$ cat src/rtl/tag_array_2way.sv
// Two-way set-associative tag store: tag/valid/dirty per way, one LRU bit per set,
// single-cycle lookup/fill/invalidate with registered response and a per-set flush sweep.
module tag_array_2way #(
    parameter int TAG_W   = 6,
    parameter int INDEX_W = 2
) (
    input  logic               clk,
    input  logic               reset,
    input  logic               req_valid,
    output logic               req_ready,
    input  logic [1:0]         req_op,
    input  logic [INDEX_W-1:0] req_index,
    input  logic [TAG_W-1:0]   req_tag,
    output logic               resp_valid,
    output logic               resp_hit,
    output logic               resp_way,
    output logic               resp_dirty,
    output logic [TAG_W-1:0]   resp_victim_tag,
    input  logic               flush_start,
    output logic               flush_busy,
    output logic               flush_done
);
    // state    | meaning
    // ST_IDLE  | accepting requests, flush_start launches a sweep
    // ST_FLUSH | clearing one set per cycle, requests stalled

    localparam int SETS = 1 << INDEX_W;
    localparam logic [INDEX_W-1:0] LAST_SET = INDEX_W'(SETS - 1);

    localparam logic [1:0] OP_READ  = 2'b00;
    localparam logic [1:0] OP_WRITE = 2'b01;
    localparam logic [1:0] OP_FILL  = 2'b10;
    localparam logic [1:0] OP_INVAL = 2'b11;

    typedef enum logic {
        ST_IDLE  = 1'b0,
        ST_FLUSH = 1'b1
    } state_t;

    state_t state, state_nxt;

    logic [1:0][TAG_W-1:0] tag_q   [SETS];
    logic [1:0]            valid_q [SETS];
    logic [1:0]            dirty_q [SETS];
    logic                  lru_q   [SETS];
    logic [INDEX_W-1:0]    flush_idx;

    logic [1:0][TAG_W-1:0] set_tag;
    logic [1:0]            set_valid;
    logic [1:0]            set_dirty;
    logic                  set_lru;
    logic                  accept;
    logic                  flush_last;
    logic                  hit0;
    logic                  hit1;
    logic                  hit;
    logic                  victim_way;
    logic                  sel_way;

    assign req_ready  = (state == ST_IDLE) & ~flush_start;
    assign flush_busy = (state == ST_FLUSH);
    assign accept     = req_valid & req_ready;
    assign flush_last = (flush_idx == LAST_SET);

    assign set_tag   = tag_q[req_index];
    assign set_valid = valid_q[req_index];
    assign set_dirty = dirty_q[req_index];
    assign set_lru   = lru_q[req_index];

    assign hit0 = set_valid[0] & (set_tag[0] == req_tag);
    assign hit1 = set_valid[1] & (set_tag[1] == req_tag);
    assign hit  = hit0 | hit1;

    // Empty ways are always preferred over evicting a live entry.
    assign victim_way = ~set_valid[0] ? 1'b0 : (~set_valid[1] ? 1'b1 : set_lru);
    assign sel_way    = hit ? hit1 : victim_way;

    always_comb begin
        state_nxt = state;
        case (state)
            ST_IDLE:  if (flush_start) state_nxt = ST_FLUSH;
            ST_FLUSH: if (flush_last) state_nxt = ST_IDLE;
            default:  state_nxt = ST_IDLE;
        endcase
    end

    always_ff @(posedge clk or negedge reset) begin
        if (!reset) begin
            state      <= ST_IDLE;
            flush_idx  <= '0;
            flush_done <= 1'b0;
        end else begin
            state      <= state_nxt;
            flush_idx  <= (state == ST_FLUSH) ? flush_idx + INDEX_W'(1) : '0;
            flush_done <= (state == ST_FLUSH) & flush_last;
        end
    end

    always_ff @(posedge clk or negedge reset) begin
        if (!reset) begin
            for (int s = 0; s < SETS; s++) begin
                tag_q[s]   <= '0;
                valid_q[s] <= '0;
                dirty_q[s] <= '0;
                lru_q[s]   <= 1'b0;
            end
        end else if (state == ST_FLUSH) begin
            valid_q[flush_idx] <= '0;
            dirty_q[flush_idx] <= '0;
            lru_q[flush_idx]   <= 1'b0;
        end else if (accept) begin
            case (req_op)
                OP_READ: begin
                    if (hit) lru_q[req_index] <= ~hit1;
                end
                OP_WRITE: begin
                    if (hit) begin
                        lru_q[req_index]         <= ~hit1;
                        dirty_q[req_index][hit1] <= 1'b1;
                    end
                end
                OP_FILL: begin
                    // A fill that already hits only refreshes LRU, so no duplicate tag is created.
                    if (hit) begin
                        lru_q[req_index] <= ~hit1;
                    end else begin
                        tag_q[req_index][victim_way]   <= req_tag;
                        valid_q[req_index][victim_way] <= 1'b1;
                        dirty_q[req_index][victim_way] <= 1'b0;
                        lru_q[req_index]               <= ~victim_way;
                    end
                end
                OP_INVAL: begin
                    if (hit) begin
                        valid_q[req_index][hit1] <= 1'b0;
                        dirty_q[req_index][hit1] <= 1'b0;
                        lru_q[req_index]         <= hit1;
                    end
                end
            endcase
        end
    end

    always_ff @(posedge clk or negedge reset) begin
        if (!reset) begin
            resp_valid      <= 1'b0;
            resp_hit        <= 1'b0;
            resp_way        <= 1'b0;
            resp_dirty      <= 1'b0;
            resp_victim_tag <= '0;
        end else begin
            resp_valid <= accept;
            if (accept) begin
                resp_hit        <= hit;
                resp_way        <= sel_way;
                resp_dirty      <= set_dirty[sel_way] & set_valid[sel_way];
                resp_victim_tag <= set_tag[sel_way];
            end
        end
    end

endmodule

$ cat config.mk
export PLATFORM = sky130hd
export DESIGN_NAME = tag_array_2way
export DESIGN_NICKNAME = d
export VERILOG_FILES = /design/src/rtl/tag_array_2way.sv
export SDC_FILE = /design/constraint.sdc
export NUM_CORES = 1
export LEC_CHECK = 0
export CORE_ASPECT_RATIO = 0.9
export CORE_UTILIZATION = 40
export CTS_CLUSTER_DIAMETER = 40
export DETAILED_ROUTE_END_ITERATION = 10
export GPL_TIMING_DRIVEN = 1
export SLEW_MARGIN = 20
export SYNTH_ARGS = -nofsm -noshare
export SYNTH_HDL_FRONTEND = slang
export SYNTH_SLANG_ARGS = --single-unit
$ cat constraint.sdc
create_clock -name clk -period 3 [get_ports clk]
set_input_delay 0.45 -clock clk [delete_from_list [all_inputs] [get_ports clk]]
set_output_delay 0.45 -clock clk [all_outputs]
set_load 0.01 [all_outputs]
==> impl_metrics.ini <==
[status]
status = complete, no violations

[cells_and_area]
area_delta_synth_final_pct = 23.3
drive_gt1_share_pct = 37.4
final_cell_mix = 82 x dfrtp_1, 43 x mux2_2, 43 x buf_4, 28 x a31oi_1, 24 x clkdlybuf4s50_1
n_antenna_cell = 0
stdcell_count = 572
final_cell_area_um2 = 5520
nets = 433
layout_commonest_cell = dfrtp_1

[timing]
fmax_mhz = 346
worst_pin_slew_ns = 0.763
setup_viol = 0
post-route-min-period_ns = 2.89
max_slew_margin_pct = 49.1
setup_ws_ns = 0.113
maxSlewViolCount = 0
fin_crit_sh_pct = 96.2
skew_ns = 0.00623
tns_ns = 0
hold_viol_final = 0
rsz0062_at_grt = false

[min_path]
min_path_type = in -> async

[placement]
pre_cts_ws_ns = -0.544
port_buffers = 26
finalWeightedCongestion = 0.842
placed_area_um2 = 5160
dp.cells = 553
place_hpwl_um = 7760

[logic_synthesis]
syn_area_per_cell_um2 = 12.6
ys_warn_count = 0
synth_edf_count = 0
async_flop_share_pct = 100
netlist_instances = 356
syn-num-nets = 374
ys.flop_type = dfrtp_1
ys_top_cells_by_area = dfrtp_1 46%, mux2_2 11%, mux4_2 8.6%
synth_top_area_share_pct = 45.8
yosys.area.top_type = dfrtp_1
ys_ff_latch = 82
synth.distinct_cells = 46
yosysSeqAreaShare_pct = 45.8
synth_area_um2 = 4480

[route]
detail_route.iter0.violations = 244
drtPass1Iterations = 4
finalWirelength_um = 10800
vias = 3160
routed_via_density = 5.52
wl_per_cell_um = 19.0
drc = 0
ant_nets = 0

[floorplan]
rows = 36
die-area_um2 = 11600
die_w_um = 114
die_h_um = 102
initial_core_util_pct = 41.2
io_pins = 27
core_region_area_um2 = 10900

[worst_setup_path]
cp-start-kind = input pin
end_kind = register
crit_fanout = 16
crit_required_ns = 3.23
reg2reg_from = tag_q[41]
r2r-end = lru_q[1]
worstSetupPathDepth = 11
path_buf_inv = 4
cp_common_cell = buf_4
crit_end = tag_q[23]
crit_type = in -> reg
reg2regPathDepth = 9
critPathMaxStageDelay_ns = 0.50
crit_family = buffers and inverters
critical_path_arrival_ns = 3.11
startpoint = req_index[1]
critPathSlowestCell = clkdlybuf4s50_1
reg2reg_slack_ns = 0.42
worstPathCellList = clkdlybuf4s50_1, buf_12, buf_4, mux4_2, xor2_1, nor3_2, nand2_4, nand3_2, nor4_4, buf_4, mux2_2

[global_route]
antenna_found_initial = 0
grt_usage_pct = 20.3
grt_overflow_total = 0
grt_max_degree = 83
grt_pass1_vias = 3171
grt_pass1_wl_um = 17500

[clocking]
htree_levels = 3
hold_buffers = 0
cts_tree = done
cts_buffers = 9
clockBufferDepth = 2
clkSinkCount = 82
root_buffer = clkbuf_16
path_clk_slew_ns = 0.06
insertion_delay_ns = 0.34

[flow_run]
drv_cap = 0

[pwr]
ir_drop_mv = 0.335
powerDensity_nw_per_um2 = 704
switching_share_pct = 32.4
p_switching_w = 0.00126
p_comb_share_pct = 32.9
pwr-share-clk_pct = 28.9
seq_power_share_pct = 38.3
p_int_w = 0.00263
power_leakage_nw = 2.46
Yosys cell counts (2+ instances only):
library cell,count
nor2b_1,2
xor2_1,6
clkbuf_1,12
dfrtp_1,82
a21boi_0,2
and2_1,5
o21a_1,2
mux4_2,17
mux2i_1,15
a21oi_1,15
nor4_4,8
a31o_2,7
nor2_1,19
buf_1,5
a32o_1,4
a41oi_1,2
xnor2_1,6
inv_1,9
buf_4,2
o31ai_1,3
o211ai_1,4
or2_2,2
nand2_1,17
nand2b_1,2
ha_1,4
mux2_2,43
buf_2,7
mux2_4,6
a31oi_1,28
nand3_1,4
final cells by class:
class                           instances  area, um2
Tap cell                              152        190
Fill cell                             971       5330
Clock buffer                           10        229
Clock inverter                          6       75.1
Sequential cell                        82       2050
Multi-Input combinational cell        237       2260
Inverter                               10       37.5
Timing Repair Buffer                   75        677
power groups by stage:
stage	combinational (W)	clock, W	sequential, W
3_5_place_dp	0.00126	0	0.00151
6_report	0.00128	0.00112	0.00149
4_1_cts	0.00127	0.00115	0.00149
5_1_grt	0.00139	0.00119	0.00152
3_3_place_gp	0.00124	0	0.00150
2_1_floorplan	0.000759	0	0.00151
worst min path at each step:
stage | startpoint | endpoint | slack (ns)
6_report | reset | tag_q[29] | 0.15
5_1_grt | reset | tag_q[25] | 0.23
4_1_cts | reset | tag_q[29] | 0.35
3_5_place_dp | tag_q[9] | tag_q[9] | 0.49
3_3_place_gp | flush_idx[0] | flush_idx[0] | 0.47
2_1_floorplan | reset | dirty_q[0] | 0.15
state kept, by name (all words and copies together) (netlist names):
register,flops
resp_hit,1
resp_way,1
valid_q,8
flush_busy,1
resp_dirty,1
tag_q,48
resp_valid,1
dirty_q,8
flush_idx,2
flush_done,1
lru_q,4
resp_victim_tag,6
cell families (layout without fill, tap and decap cells):
group,count (synthesis),count (layout),share of synthesized area (%)
simple gates,65,66,10.2
flops,82,82,45.8
xor+xnor,12,12,2.35
buf+inv,38,101,4.08
fa+ha+maj,4,4,1.12
mux,81,81,24.7
compound gates,74,74,11.7
routing by layer:
metal  up-vias  part of all wire [%]  GRT usage, %
met5         -                     0             0
met4         0                   1.3          5.67
met3        13                   4.6          5.52
met2        71                    45          30.9
met1      1619                    49          28.4
li1       1457                     -             -
through the flow:
stage | hold slack [ns] | util (%) | total power, W
CTS | 0.347 | 50.7 | 0.00391
finish | 0.146 | 50.9 | 0.00389
global route | 0.231 | 50.9 | 0.00410
detailed placement | 0.492 | 47.5 | 0.00277
floorplan | 0.154 | - | 0.00227
global placement | 0.475 | 47.5 | 0.00274
repair_timing:
action,in CTS,in global routing
endpoints found under the setup margin,72,3
pin swaps,5,1
resized for setup,5,2
buffers inserted,2,0
gates cloned,1,0
hold endpoints to repair,0,0
Note: power is estimated with default switching activity, not from simulation.
